`config.mk`:
```
export PLATFORM = sky130hd
export DESIGN_NAME = multiplier_mc_flat
export DESIGN_NICKNAME = d
export VERILOG_FILES = /design/src/rtl/mul_pkg.sv /design/src/rtl/multiplier_mc_if.sv /design/src/rtl/mul_core.sv /design/src/rtl/multiplier_mc.sv /design/src/flat_wrapper.sv
export SDC_FILE = /design/constraint.sdc
export NUM_CORES = 1
export LEC_CHECK = 0
export ABC_AREA = 1
export BUFFER_PORTS_ARGS = -buffer_cell sky130_fd_sc_hd__buf_2
export CORE_ASPECT_RATIO = 2
export CORE_MARGIN = 1.5
export CORE_UTILIZATION = 60
export DETAILED_ROUTE_END_ITERATION = 8
export GPL_ROUTABILITY_DRIVEN = 0
export GPL_TIMING_DRIVEN = 0
export PLACE_DENSITY = 0.81
export SYNTH_ARGS = -nofsm -noshare
export SYNTH_HDL_FRONTEND = slang
export SYNTH_SLANG_ARGS = --single-unit
```
`constraint.sdc`:
```
create_clock -name ctl_clk -period 16.2 [get_ports ctl_clk]
set_clock_uncertainty 0.05 [all_clocks]
set_input_delay 1.62 -clock ctl_clk [delete_from_list [all_inputs] [get_ports ctl_clk]]
set_output_delay 1.62 -clock ctl_clk [all_outputs]
set_load 0.02 [all_outputs]
```
`src/rtl/mul_pkg.sv`:
```
// -----------------------------------------------------------------------------
// mul_pkg
// Shared definitions for the multi-channel iterative multiplier:
//   state_t     - controller FSM states (IDLE, MUL, STORE, DONE)
//   calc_steps  - engine cycles needed per channel
//   sat_hi      - largest representable result (signed or unsigned)
//   sat_lo      - smallest representable result (signed or unsigned)
// The saturation helpers return 64-bit patterns; callers keep the low
// C_WIDTH bits.
// -----------------------------------------------------------------------------
package mul_pkg;

  typedef enum logic [1:0] {
    IDLE  = 2'd0,
    MUL   = 2'd1,
    STORE = 2'd2,
    DONE  = 2'd3
  } state_t;

  // Number of shift-add iterations to consume the whole multiplier
  function automatic int calc_steps(input int w, input int bpc);
    return w / bpc;
  endfunction

  // Upper clamp value: 2^(w-1)-1 when signed, 2^w-1 when unsigned
  function automatic logic [63:0] sat_hi(input int w, input bit sgn);
    if (sgn) return (64'd1 << (w - 1)) - 64'd1;
    else     return (64'd1 << w) - 64'd1;
  endfunction

  // Lower clamp value: -2^(w-1) (two's complement) when signed, 0 when unsigned
  function automatic logic [63:0] sat_lo(input int w, input bit sgn);
    if (sgn) return {64{1'b1}} << (w - 1);
    else     return 64'd0;
  endfunction

endpackage

```
`src/rtl/multiplier_mc_if.sv`:
```
// -----------------------------------------------------------------------------
// multiplier_mc_if
// Handshake and operand/result bus of multiplier_mc.
//   trigger - start request (master -> slave)
//   a, b    - packed operands, channel i at [i*C_WIDTH +: C_WIDTH]
//   y       - packed registered results, same packing
//   ovf     - per-channel overflow flags
//   ready   - slave idle and able to accept trigger
//   done    - one-cycle pulse when y/ovf are updated
// -----------------------------------------------------------------------------
interface multiplier_mc_if #(
  parameter int C_WIDTH = 16,
  parameter int NUM_CH  = 4
);

  logic                        trigger;
  logic [NUM_CH*C_WIDTH-1:0]   a;
  logic [NUM_CH*C_WIDTH-1:0]   b;
  logic [NUM_CH*C_WIDTH-1:0]   y;
  logic [NUM_CH-1:0]           ovf;
  logic                        ready;
  logic                        done;

  modport master (output trigger, a, b, input y, ovf, ready, done);
  modport slave  (input trigger, a, b, output y, ovf, ready, done);

endinterface

```
`src/rtl/mul_core.sv`:
```
// -----------------------------------------------------------------------------
// mul_core
// Single-channel iterative shift-add multiplier engine working on unsigned
// magnitudes. A load resets the accumulator and captures the operands; the
// engine then consumes BITS_PER_CYCLE multiplier bits per cycle until all
// C_WIDTH bits are used.
//   clk, rst      - clock, asynchronous active-high reset
//   load_i        - capture operands and restart (takes priority over stepping)
//   mcand_i       - multiplicand magnitude
//   mplier_i      - multiplier magnitude
//   neg_i         - product sign captured alongside the operands
//   product_o     - 2*C_WIDTH unsigned product magnitude
//   neg_o         - captured product sign
//   step_done_o   - high during the final iteration; product valid next cycle
// -----------------------------------------------------------------------------
module mul_core #(
  parameter int C_WIDTH        = 16,
  parameter int BITS_PER_CYCLE = 1
) (
  input  logic                   clk,
  input  logic                   rst,
  input  logic                   load_i,
  input  logic [C_WIDTH-1:0]     mcand_i,
  input  logic [C_WIDTH-1:0]     mplier_i,
  input  logic                   neg_i,
  output logic [2*C_WIDTH-1:0]   product_o,
  output logic                   neg_o,
  output logic                   step_done_o
);
  import mul_pkg::*;

  localparam int STEPS = calc_steps(C_WIDTH, BITS_PER_CYCLE);
  localparam int CNT_W = $clog2(STEPS + 1);
  localparam int PW    = 2 * C_WIDTH;

  logic [PW-1:0]      acc_q;
  logic [PW-1:0]      mcand_q;
  logic [C_WIDTH-1:0] mplier_q;
  logic [CNT_W-1:0]   cnt_q;
  logic               neg_q;
  logic [PW-1:0]      partial;

  // Partial product of the shifted multiplicand and the next multiplier digit
  always_comb begin
    partial = '0;
    for (int j = 0; j < BITS_PER_CYCLE; j++) begin
      if (mplier_q[j]) partial = partial + (mcand_q << j);
    end
  end

  // Engine registers: the multiplicand walks left and the multiplier walks
  // right so the same low digit is examined every cycle
  always_ff @(posedge clk or posedge rst) begin
    if (rst) begin
      acc_q    <= '0;
      mcand_q  <= '0;
      mplier_q <= '0;
      cnt_q    <= '0;
      neg_q    <= 1'b0;
    end else if (load_i) begin
      acc_q    <= '0;
      mcand_q  <= {{C_WIDTH{1'b0}}, mcand_i};
      mplier_q <= mplier_i;
      cnt_q    <= CNT_W'(STEPS);
      neg_q    <= neg_i;
    end else if (cnt_q != '0) begin
      acc_q    <= acc_q + partial;
      mcand_q  <= mcand_q << BITS_PER_CYCLE;
      mplier_q <= mplier_q >> BITS_PER_CYCLE;
      cnt_q    <= cnt_q - CNT_W'(1);
    end
  end

  assign product_o   = acc_q;
  assign neg_o       = neg_q;
  assign step_done_o = (cnt_q == CNT_W'(1)) && !load_i;

endmodule

```
`src/rtl/multiplier_mc.sv`:
```
// -----------------------------------------------------------------------------
// multiplier_mc
// Multi-channel time-multiplexed fixed-point multiplier. One trigger captures
// NUM_CH operand pairs; each channel is run through the shared mul_core, then
// sign-corrected, shifted by FIXED_POINT, range-checked and stored. All
// results are published together with a single done pulse.
//   ctl_clk - clock, rising edge
//   reset   - asynchronous active-high reset
//   bus     - slave side of multiplier_mc_if (trigger, a, b, y, ovf, ready, done)
// -----------------------------------------------------------------------------
module multiplier_mc #(
  parameter int C_WIDTH        = 16,
  parameter int FIXED_POINT    = 0,
  parameter int NUM_CH         = 4,
  parameter int BITS_PER_CYCLE = 1,
  parameter int SIGNED         = 0,
  parameter int SATURATE       = 1
) (
  input  logic           ctl_clk,
  input  logic           reset,
  multiplier_mc_if.slave bus
);
  import mul_pkg::*;

  localparam int W   = C_WIDTH;
  localparam int PW  = 2 * C_WIDTH;
  localparam int CHW = (NUM_CH > 1) ? $clog2(NUM_CH) : 1;
  localparam logic [W-1:0] HI_LIM = W'(sat_hi(W, SIGNED != 0));
  localparam logic [W-1:0] LO_LIM = W'(sat_lo(W, SIGNED != 0));

  state_t              state_q;
  logic [CHW-1:0]      ch_q;
  logic [CHW-1:0]      nextCh;
  logic                lastCh;
  logic [NUM_CH*W-1:0] a_q, b_q;
  logic [NUM_CH*W-1:0] rbuf_q, rbuf_d;
  logic [NUM_CH-1:0]   rovf_q, rovf_d;
  logic [NUM_CH*W-1:0] y_q;
  logic [NUM_CH-1:0]   ovf_q;

  logic [W-1:0]        opA, opB, magA, magB;
  logic                opNeg;
  logic                coreLoad;
  logic [PW-1:0]       coreProd;
  logic                coreNeg;
  logic                coreStepDone;

  logic [PW-1:0]       prodS, shifted;
  logic [W-1:0]        res;
  logic                resOvf;

  assign nextCh   = ch_q + CHW'(1);
  assign lastCh   = (ch_q == CHW'(NUM_CH - 1));
  assign coreLoad = ((state_q == IDLE) && bus.trigger) ||
                    ((state_q == STORE) && !lastCh);

  // Channel 0 is fed straight from the bus on the accepting edge (the copy
  // into a_q/b_q happens on that same edge); later channels come from the
  // latched operands. Signed operands become C_WIDTH-bit magnitudes, so the
  // most negative value stays exact.
  always_comb begin
    if (state_q == IDLE) begin
      opA = bus.a[W-1:0];
      opB = bus.b[W-1:0];
    end else begin
      opA = a_q[nextCh*W +: W];
      opB = b_q[nextCh*W +: W];
    end
    magA  = opA;
    magB  = opB;
    opNeg = 1'b0;
    if (SIGNED != 0) begin
      if (opA[W-1]) magA = -opA;
      if (opB[W-1]) magB = -opB;
      opNeg = opA[W-1] ^ opB[W-1];
    end
  end

  mul_core #(
    .C_WIDTH        (C_WIDTH),
    .BITS_PER_CYCLE (BITS_PER_CYCLE)
  ) u_core (
    .clk         (ctl_clk),
    .rst         (reset),
    .load_i      (coreLoad),
    .mcand_i     (magA),
    .mplier_i    (magB),
    .neg_i       (opNeg),
    .product_o   (coreProd),
    .neg_o       (coreNeg),
    .step_done_o (coreStepDone)
  );

  // Post-processing: restore sign, shift (arithmetic shift floors toward
  // -inf), then range-check. Signed results fit only when the top W+1 bits
  // are a pure sign extension; unsigned results need the top W bits clear.
  always_comb begin
    prodS = coreNeg ? -coreProd : coreProd;
    if (SIGNED != 0) shifted = $unsigned($signed(prodS) >>> FIXED_POINT);
    else             shifted = prodS >> FIXED_POINT;
    res    = shifted[W-1:0];
    resOvf = 1'b0;
    if (SIGNED != 0) begin
      if (shifted[PW-1:W-1] != {(W+1){shifted[PW-1]}}) begin
        resOvf = 1'b1;
        if (SATURATE != 0) res = shifted[PW-1] ? LO_LIM : HI_LIM;
      end
    end else begin
      if (shifted[PW-1:W] != '0) begin
        resOvf = 1'b1;
        if (SATURATE != 0) res = HI_LIM;
      end
    end
  end

  // Result buffer with the current channel's slot replaced
  always_comb begin
    rbuf_d = rbuf_q;
    rovf_d = rovf_q;
    rbuf_d[ch_q*W +: W] = res;
    rovf_d[ch_q]        = resOvf;
  end

  // Controller FSM. y/ovf are loaded on the edge entering DONE so they are
  // already valid during the done cycle; they are never touched otherwise.
  always_ff @(posedge ctl_clk or posedge reset) begin
    if (reset) begin
      state_q <= IDLE;
      ch_q    <= '0;
      a_q     <= '0;
      b_q     <= '0;
      rbuf_q  <= '0;
      rovf_q  <= '0;
      y_q     <= '0;
      ovf_q   <= '0;
    end else begin
      case (state_q)
        IDLE: begin
          if (bus.trigger) begin
            a_q     <= bus.a;
            b_q     <= bus.b;
            ch_q    <= '0;
            state_q <= MUL;
          end
        end
        MUL: begin
          if (coreStepDone) state_q <= STORE;
        end
        STORE: begin
          rbuf_q <= rbuf_d;
          rovf_q <= rovf_d;
          if (lastCh) begin
            y_q     <= rbuf_d;
            ovf_q   <= rovf_d;
            state_q <= DONE;
          end else begin
            ch_q    <= nextCh;
            state_q <= MUL;
          end
        end
        DONE:    state_q <= IDLE;
        default: state_q <= IDLE;
      endcase
    end
  end

  assign bus.y     = y_q;
  assign bus.ovf   = ovf_q;
  assign bus.ready = (state_q == IDLE);
  assign bus.done  = (state_q == DONE);

endmodule

```
`src/flat_wrapper.sv`:
```
// flat-port wrapper written by rule: the top's interface ports become plain ports
module multiplier_mc_flat import mul_pkg::*;
#(
  parameter int C_WIDTH        = 16,
  parameter int FIXED_POINT    = 0,
  parameter int NUM_CH         = 4,
  parameter int BITS_PER_CYCLE = 1,
  parameter int SIGNED         = 0,
  parameter int SATURATE       = 1
)
  (ctl_clk, reset, bus_trigger, bus_a, bus_b, bus_y, bus_ovf, bus_ready, bus_done);
  multiplier_mc_if #(.C_WIDTH(C_WIDTH), .NUM_CH(NUM_CH)) bus_i ();
  input  logic ctl_clk;
  input  logic reset;
  input wire logic [$bits(bus_i.trigger)-1:0] bus_trigger;
  input wire logic [$bits(bus_i.a)-1:0] bus_a;
  input wire logic [$bits(bus_i.b)-1:0] bus_b;
  output wire logic [$bits(bus_i.y)-1:0] bus_y;
  output wire logic [$bits(bus_i.ovf)-1:0] bus_ovf;
  output wire logic [$bits(bus_i.ready)-1:0] bus_ready;
  output wire logic [$bits(bus_i.done)-1:0] bus_done;
  assign bus_i.trigger = bus_trigger;
  assign bus_i.a = bus_a;
  assign bus_i.b = bus_b;
  assign bus_y = bus_i.y;
  assign bus_ovf = bus_i.ovf;
  assign bus_ready = bus_i.ready;
  assign bus_done = bus_i.done;
  multiplier_mc #(.C_WIDTH(C_WIDTH), .FIXED_POINT(FIXED_POINT), .NUM_CH(NUM_CH), .BITS_PER_CYCLE(BITS_PER_CYCLE), .SIGNED(SIGNED), .SATURATE(SATURATE)) u_core (.ctl_clk(ctl_clk), .reset(reset), .bus(bus_i));
endmodule
```
== Word level (Yosys, flattened, before mapping) ==
Index checks and enable logic that the tools add are counted.

* Add/sub/neg operators: 4
* Order comparisons: 2
* Equal/unequal tests: 8
* Shift operators: 4
* Mux-type cells: 24
* Reduce and logical (&&, ||, !) cells: 16

{| class="wikitable"
|+ Operators by type and width
! operator !! count
|-
| $mux 32 || 5
|-
| $shiftx 64x7->16 || 2
|-
| $mux 16 || 5
|-
| $bwmux 64 || 1
|-
| $shift 16x34->64 const A || 1
|-
| $shiftx 16x34->64 || 1
|-
| $neg 6->34 || 1
|-
| $add 32x32->32 || 1
|-
| $reduce_bool 16->1 || 1
|-
| $mux 2 || 5
|-
| $mux 5 || 2
|-
| $pmux 2 s4 || 1
|-
| $eq 2x2->1 const B || 3
|-
| $reduce_and 2->1 || 3
|-
| $eq 5x1->1 const B || 1
|-
| $reduce_bool 5->1 || 1
|-
| $sub 5x1->5 const B || 1
|-
| $bwmux 4 || 1
|-
| $logic_and 1x1->1 || 4
|-
| $ne 2x2->1 const B || 2
|-
| $pmux 2 s2 || 1
|-
| $reduce_bool 2->1 || 2
|-
| $lt 2x3->1 const B || 1
|-
| $reduce_and 3->1 || 1
|-
| 9 further kinds || 11
|}

* Register bits: 353
* Bits of input ports: 131
* Output and inout bits: 70
* Logic and storage cells: 70

== Longest topological paths before layout ==
Gate-level depths: netlist of run 1.

* Depth after elaboration: 8
* Mapped depth: 18
* Mapped depth without buffers: 16

== Cells and area by module ==
From an unflattened synthesis of run 1, not the netlist that was laid out.

* Cell total of the unflattened synthesis: 2,733
* Area total of the unflattened synthesis: 19,814.0 um^2

{| class="wikitable"
|+ By module, submodules not included
! module !! times used !! cells each !! area each (um^2) !! seq. area each (um^2)
|-
| multiplier_mc || 1 || 1,814 || 13,694.4 || 6,681.4
|-
| mul_core || 1 || 919 || 6,119.6 || 2,152.1
|}

== Worst setup path after synthesis of run 1 ==
No wires, ideal clock.

* Kind: reg2out
* Start point: register u_core.state_q[1]
* End point: output port bus_ready
* Arrival time: 1,092 ps
* Required time: 14,530 ps
* Slack: 13,438 ps
* Cell stages (with the launch flop): 5
* Path through: dfrtp_1 -> inv_2 -> nand2_1 -> inv_2 -> clkbuf_1

* Word-level cells in the longest chain between the ends: 1

{| class="wikitable"
|+ RTL lines
! element !! line !! RTL
|-
| start, declared || multiplier_mc.sv:31 || <nowiki>state_t state_q;</nowiki>
|-
| start signal, assigned || multiplier_mc.sv:128 || <nowiki>state_q <= IDLE;</nowiki>
|-
| start signal, assigned || multiplier_mc.sv:143 || <nowiki>state_q <= MUL;</nowiki>
|-
| start signal, assigned || multiplier_mc.sv:147 || <nowiki>if (coreStepDone) state_q <= STORE;</nowiki>
|-
| $logic_not 2->1 || multiplier_mc.sv:169 || <nowiki>assign bus.ready = (state_q == IDLE);</nowiki>
|-
| end, declared || flat_wrapper.sv:20 || <nowiki>output wire logic [$bits(bus_i.ready)-1:0] bus_ready;</nowiki>
|}

No other way between the ends.

== Final worst setup path of run 1 ==
Ends and elaborated chain as after synthesis.

==> flow_summary.json, run 1 <==
{
  "status": "complete, but fails checks",
  "violations": "DRC",
  "synth_top_area_share": 0.484,
  "grt_max_degree": 104,
  "r2r_slack_ns": 12.69,
  "max_slew_margin": 0.459,
  "wirelength_mm": 52.0,
  "start_util": 0.607,
  "grt_usage": 0.332,
  "fin_crit_sh": 0.243,
  "hold_depth": 2,
  "n_antenna_cell": 0,
  "cp.required_ns": 14.53,
  "rr_endpoint": "u_core.u_core.mcand_q[14]",
  "top_usage_layer": "met2",
  "yosysMostFrequentCell": "nand2_1",
  "die_x_um": 126,
  "min_to": "u_core.bus.y[9]",
  "r2r_cells": 11,
  "grt_overflow": 0,
  "synth_edf_count": 0,
  "fmax_ghz": 0.254,
  "maxCapViolations": 0,
  "viasPerCell": 5.57,
  "synth_cell_type_count": 35,
  "worst_pin_slew_ns": 0.812,
  "cts_tree": "yes",
  "portBuffers": 200,
  "wl_per_cell_um": 16.8,
  "crit_path_max_fanout": 10,
  "clock_path_buffers": 3,
  "rsz0062_at_grt": "no",
  "use_met3": 0.0331,
  "worstSetupPathType": "reg2out",
  "postRouteAntennaNets": 0,
  "synth_nets": 2648,
  "synth.area.top_cells": "dfrtp_1 48%, nand2_1 22%, inv_1 5.4%",
  "cts_setup_buffers": 0,
  "fin_cells": 3100,
  "vias": 17300,
  "route.detailed.drc": 9,
  "globalRouteMet1Util": 0.409,
  "ys_top_cells_by_count": "1089 x nand2_1, 352 x dfrtp_1, 261 x inv_1, 140 x o21ai_0, 109 x nor2_1",
  "p_per_area_nw_per_um2": 182,
  "gr-usage-met2": 0.564,
  "grt_pass1_wl_mm": 83.2,
  "synth_flop_cell": "dfrtp_1",
  "synth_seq_cells": 352,
  "insertion_delay_ns": 0.60,
  "min_period_ns": 3.93,
  "cts_made_buffers": 29,
  "leakagePower_nw": 11.6,
  "rows": 90,
  "clk_pin_slew_worst_paths_ns": 0.08,
  "grt_pass1_vias": 16600,
  "ir_worst_vdd_uv": 114,
  "die_area_um2": 31400,
  "place_hpwl_mm": 39.4,
  "clock_tree.htree_level_count": 1,
  "drtIter0Drc": 1562,
  "holdCritPathClass": "reg2reg",
  "nets": 2882,
  "finalHoldViolCount": 0,
  "cts_hold_buf": 0,
  "synth_top_area_cell": "dfrtp_1",
  "startpoint": "u_core.state_q[1]",
  "fp.dieH_um": 249,
  "setup_viol": 0,
  "dp_cells": 3047,
  "dr.pass1.iters": 9,
  "synthCells": 2476,
  "coreArea_um2": 30000,
  "cts-root-buf": "clkbuf_16",
  "cts.sinks": 352,
  "area_delta_synth_final_pct": 13.6,
  "synth.avg_cell_area_um2": 7.35,
  "cts_resized": 0,
  "synth_seq_area_share": 0.484,
  "async_flop_share": 1.00,
  "finalMaxSlewViolations": 0,
  "yosys_warnings": 0,
  "drive_gt1_frac": 0.116,
  "start_kind": "flip-flop",
  "ios": 201,
  "syn-cell-area_um2": 18200,
  "antenna_found_initial": 0,
  "endpoint_kind": "output port",
  "arrival_ns": 2.26,
  "rr_startpoint": "u_core.ch_q[0]",
  "setup_tns_ns": 0,
  "min_from": "u_core.bus.y[9]"
}
worst max-delay path, cell delays in order (launching register included):
cell and delay, ns:
dfrtp_1 0.45, inv_2 0.10, nand2_1 0.12, inv_2 0.22, clkbuf_1 0.49, buf_2 0.29
per-layer routing:
metal	up-vias	share of wire
met5	-	0
met4	0	0.066
met3	189	0.070
met2	868	0.48
met1	7939	0.39
li1	8267	-
registers in the layout (all words and copies together) (netlist names):
signal / count
u_core.rbuf_q: 64
u_core.bus.y: 64
u_core.bus.ovf: 4
u_core.u_core.mplier_q: 16
u_core.state_q: 2
u_core.a_q: 64
u_core.u_core.product_o: 32
u_core.u_core.cnt_q: 5
u_core.b_q: 64
u_core.u_core.mcand_q: 32
u_core.rovf_q: 3
u_core.ch_q: 2
where the power goes:
| group | leakage (nW) | switching (mW) | internal [mW] |
|---|---|---|---|
| registers | 4.62 | 0.165 | 1.17 |
| clock network | 0.456 | 0.341 | 0.365 |
| logic | 6.49 | 1.21 | 0.506 |
| total | 11.6 | 1.71 | 2.04 |
stage by stage:
stage / power, mW / instance area [µm²] / hold WS, ns / worst slack [ns] / util
global route: 3.97 / 20700 / 0.436 / 12.23 / 0.690
CTS: 3.71 / 20700 / 0.421 / 12.32 / 0.690
floorplan: 2.45 / 18200 / 0.387 / 4.77 / -
finish: 3.76 / 20700 / 0.424 / 12.27 / 0.690
detailed placement: 3.00 / 19700 / 0.403 / 12.59 / 0.659
global placement: 2.95 / 19700 / 0.397 / 1.21 / 0.656
logic make-up (layout without fill, tap and decap cells):
logic type,after synthesis,count (layout),synth area share
AOI/OAI and AO/OA,371,371,0.118
xor gates and xnor gates,5,5,0.00241
adders and majority gates,41,41,0.0286
buffers and inverters,393,649,0.0849
DFF,352,352,0.484
and+or+nand+nor,1314,1314,0.281
how the worst max path moves through the flow:
| stage | slack, ns | cells after the start | endpoint |
|---|---|---|---|
| finish | 12.27 | 5 | bus_ready |
| global route | 12.23 | 5 | bus_ready |
| CTS | 12.32 | 5 | bus_ready |
| detailed placement | 12.59 | 8 | u_core.u_core.mcand_q[14] |
| global placement | 1.21 | 2 | u_core.u_core.product_o[29] |
| floorplan | 4.77 | 1 | u_core.a_q[0] |
cell type report:
| cell class | instances | area (µm²) |
|---|---|---|
| inverter | 272 | 1030 |
| tap | 368 | 460 |
| fill | 2529 | 9290 |
| timing repair buffer | 203 | 1080 |
| multi-input combinational | 1731 | 7840 |
| clock inverter | 15 | 138 |
| clock buffer | 38 | 790 |
| sequential | 352 | 8810 |
| buffer | 121 | 523 |
layout by cell type, fill, tap and decap left out, drive strengths merged, types with 9 or more instances in the layout:
cell type	count
o211ai	39
o221ai	23
nor2	123
o31ai	17
o21ai	188
clkinv	9
dfrtp	352
inv	275
nand3	87
a21oi	57
ha	40
clkbuf	116
o22ai	36
nand2	1094
buf	246
(Power assumes the default switching activity.)
==> run 2: changes to the inputs <==
--- a/config.mk
+++ b/config.mk
@@ -9,11 +9,11 @@
 export BUFFER_PORTS_ARGS = -buffer_cell sky130_fd_sc_hd__buf_2
 export CORE_ASPECT_RATIO = 2
 export CORE_MARGIN = 1.5
-export CORE_UTILIZATION = 60
+export CORE_UTILIZATION = 54
 export DETAILED_ROUTE_END_ITERATION = 8
 export GPL_ROUTABILITY_DRIVEN = 0
 export GPL_TIMING_DRIVEN = 0
-export PLACE_DENSITY = 0.81
+export PLACE_DENSITY = 0.77
 export SYNTH_ARGS = -nofsm -noshare
 export SYNTH_HDL_FRONTEND = slang
 export SYNTH_SLANG_ARGS = --single-unit
==> constraint.sdc (replaced) <==
create_clock -name ctl_clk -period 3.6 [get_ports ctl_clk]
set_clock_uncertainty 0.05 [all_clocks]
set_input_delay 0.36 -clock ctl_clk [delete_from_list [all_inputs] [get_ports ctl_clk]]
set_output_delay 0.36 -clock ctl_clk [all_outputs]
set_load 0.02 [all_outputs]
==> run 2 against run 1 <==
Net effect:
- the flow now finishes without violations
- final area increased by 7.3%
- sequential cell count unchanged
- combinational power increased to 4.8 times the previous value
- global-route usage increased by 1.4 points
- sequential power increased to 4.5 times the previous value
- clock power increased to 5.1 times the previous value
- register-to-register slack got worse by 12 ns
- setup slack got worse by 12 ns
- largest power group unchanged
==> flow_summary.json, run 2 (synthesis results as in run 1) <==
{
  "fmax_ghz": 0.297,
  "drive_gt1_frac": 0.114,
  "start_kind": "flip-flop",
  "rows": 94,
  "ir_worst_vdd_uv": 576,
  "placed_area_um2": 19900,
  "arrival_ns": 3.82,
  "clock_tree.htree_level_count": 1,
  "ios": 201,
  "vias": 18200,
  "hold_depth": 3,
  "finalMaxSlewViolations": 0,
  "cts.sinks": 352,
  "startpoint": "u_core.ch_q[0]",
  "grt_pass1_wl_mm": 95.3,
  "final_area_um2": 22200,
  "wl_met1_mm": 20.0,
  "final_common_cell": "nand2_1",
  "insertion_delay_ns": 0.61,
  "maxCapViolations": 0,
  "crit_path_max_fanout": 12,
  "worst_pin_slew_ns": 0.839,
  "clk_pin_slew_worst_paths_ns": 0.07,
  "portBuffers": 200,
  "start_util": 0.550,
  "grt_pass1_vias": 18800,
  "cts_setup_buffers": 0,
  "die_area_um2": 34900,
  "route.detailed.drc": 0,
  "coreArea_um2": 33000,
  "place_hpwl_mm": 43.3,
  "drtIter0Drc": 1599,
  "p_per_area_nw_per_um2": 805,
  "top_layer_used": "met4",
  "setup_viol": 0,
  "wl_per_cell_um": 18.1,
  "rr_startpoint": "u_core.ch_q[0]",
  "status": "complete, no violations",
  "holdCritPathClass": "in2reg",
  "cts-root-buf": "clkbuf_16",
  "grt_overflow": 0,
  "area_delta_synth_final_pct": 21.9,
  "grt_usage": 0.346,
  "finalHoldViolCount": 0,
  "min_period_ns": 3.36,
  "postRouteAntennaNets": 0,
  "viasPerCell": 5.53,
  "nets": 3008,
  "met3_length_mm": 3.23,
  "grt_max_degree": 46,
  "worstSetupPathType": "reg2reg",
  "dr.pass1.iters": 6,
  "pre_cts_slack_ns": 0.178,
  "endpoint_kind": "flip-flop",
  "min_from": "bus_a[0]",
  "r2r_slack_ns": 0.24,
  "n_antenna_cell": 0,
  "max_slew_margin": 0.441,
  "antenna_found_initial": 0,
  "clock_path_buffers": 3,
  "min_to": "u_core.a_q[0]",
  "cts_tree": "yes",
  "layout_setup_ws_ns": 0.237,
  "fp.dieH_um": 263,
  "fin_util": 0.671,
  "wirelength_mm": 59.7,
  "die_x_um": 133,
  "leakagePower_nw": 12.2,
  "routed-wl-met2_mm": 30.9,
  "final_cell_mix": "1089 x nand2_1, 352 x dfrtp_1, 260 x inv_1",
  "fin_crit_sh": 0.934,
  "rsz0062_at_grt": "no",
  "rr_endpoint": "u_core.u_core.mcand_q[5]",
  "cp.required_ns": 4.06,
  "r2r_cells": 11,
  "cts_made_buffers": 31
}
[run 2: worst max path at each step]
stage / to / depth (start not counted) / slack [ns]
after floorplan: u_core.a_q[0] / 1 / -1.52
after global placement: u_core.a_q[41] / 2 / -3.42
after detailed placement: u_core.u_core.mcand_q[5] / 11 / 0.18
after CTS: u_core.u_core.mcand_q[5] / 11 / 0.14
after global routing: u_core.u_core.product_o[28] / 17 / 0.06
final: u_core.u_core.mcand_q[5] / 11 / 0.24
[run 2: area by class of cell]
cell class | count | area, µm²
Fill cell | 2692 | 10900
Sequential cell | 352 | 8810
Multi-Input combinational cell | 1731 | 7840
Timing Repair Buffer | 327 | 2360
Inverter | 272 | 1020
Clock buffer | 45 | 888
Tap cell | 432 | 541
Buffer | 121 | 524
Clock inverter | 12 | 186
[run 2: metrics by stage]
step / instances / TNS (ns) / hold WS [ns] / power [mW]
floorplan: 2476 / -536.58 / 0.387 / 11.0
CTS: 3292 / 0 / 0.000218 / 17.5
global placement: 3108 / -1177.98 / 0.398 / 13.5
finish: 3292 / 0 / 0.00915 / 17.8
global route: 3292 / 0 / 0.00591 / 18.8
detailed placement: 3117 / 0 / 0.222 / 13.8
[run 2: critical path: stages (launching register included)]
cell      delay [ns]
dfrtp_1         0.49
inv_1           0.18
buf_2           0.25
clkbuf_2        0.35
ha_1            0.29
buf_2           0.19
inv_2           0.20
clkbuf_1        0.49
o21ai_0         0.22
o22ai_1         0.21
o21ai_1         0.19
o221ai_1        0.13
[run 2: timing repair]
| action | in CTS | in global routing |
|---|---|---|
| hold buffers | 118 | 0 |
| resized for setup | 0 | 2 |
| hold endpoints to repair | 157 | 0 |
| endpoints found under the setup margin | 0 | 13 |
[run 2: layer usage]
metal,vias to the layer above,global-route usage
met2,866,0.626
met4,0,0.287
met1,8541,0.350
li1,8492,-
met5,-,0
met3,302,0.0428
[run 2: where the power goes]
group / total (mW) / switching [mW] / internal, mW
clock: 3.60 / 1.59 / 2.01
sequential: 6.08 / 0.814 / 5.27
combinational: 8.16 / 5.78 / 2.38
total: 17.8 / 8.18 / 9.66
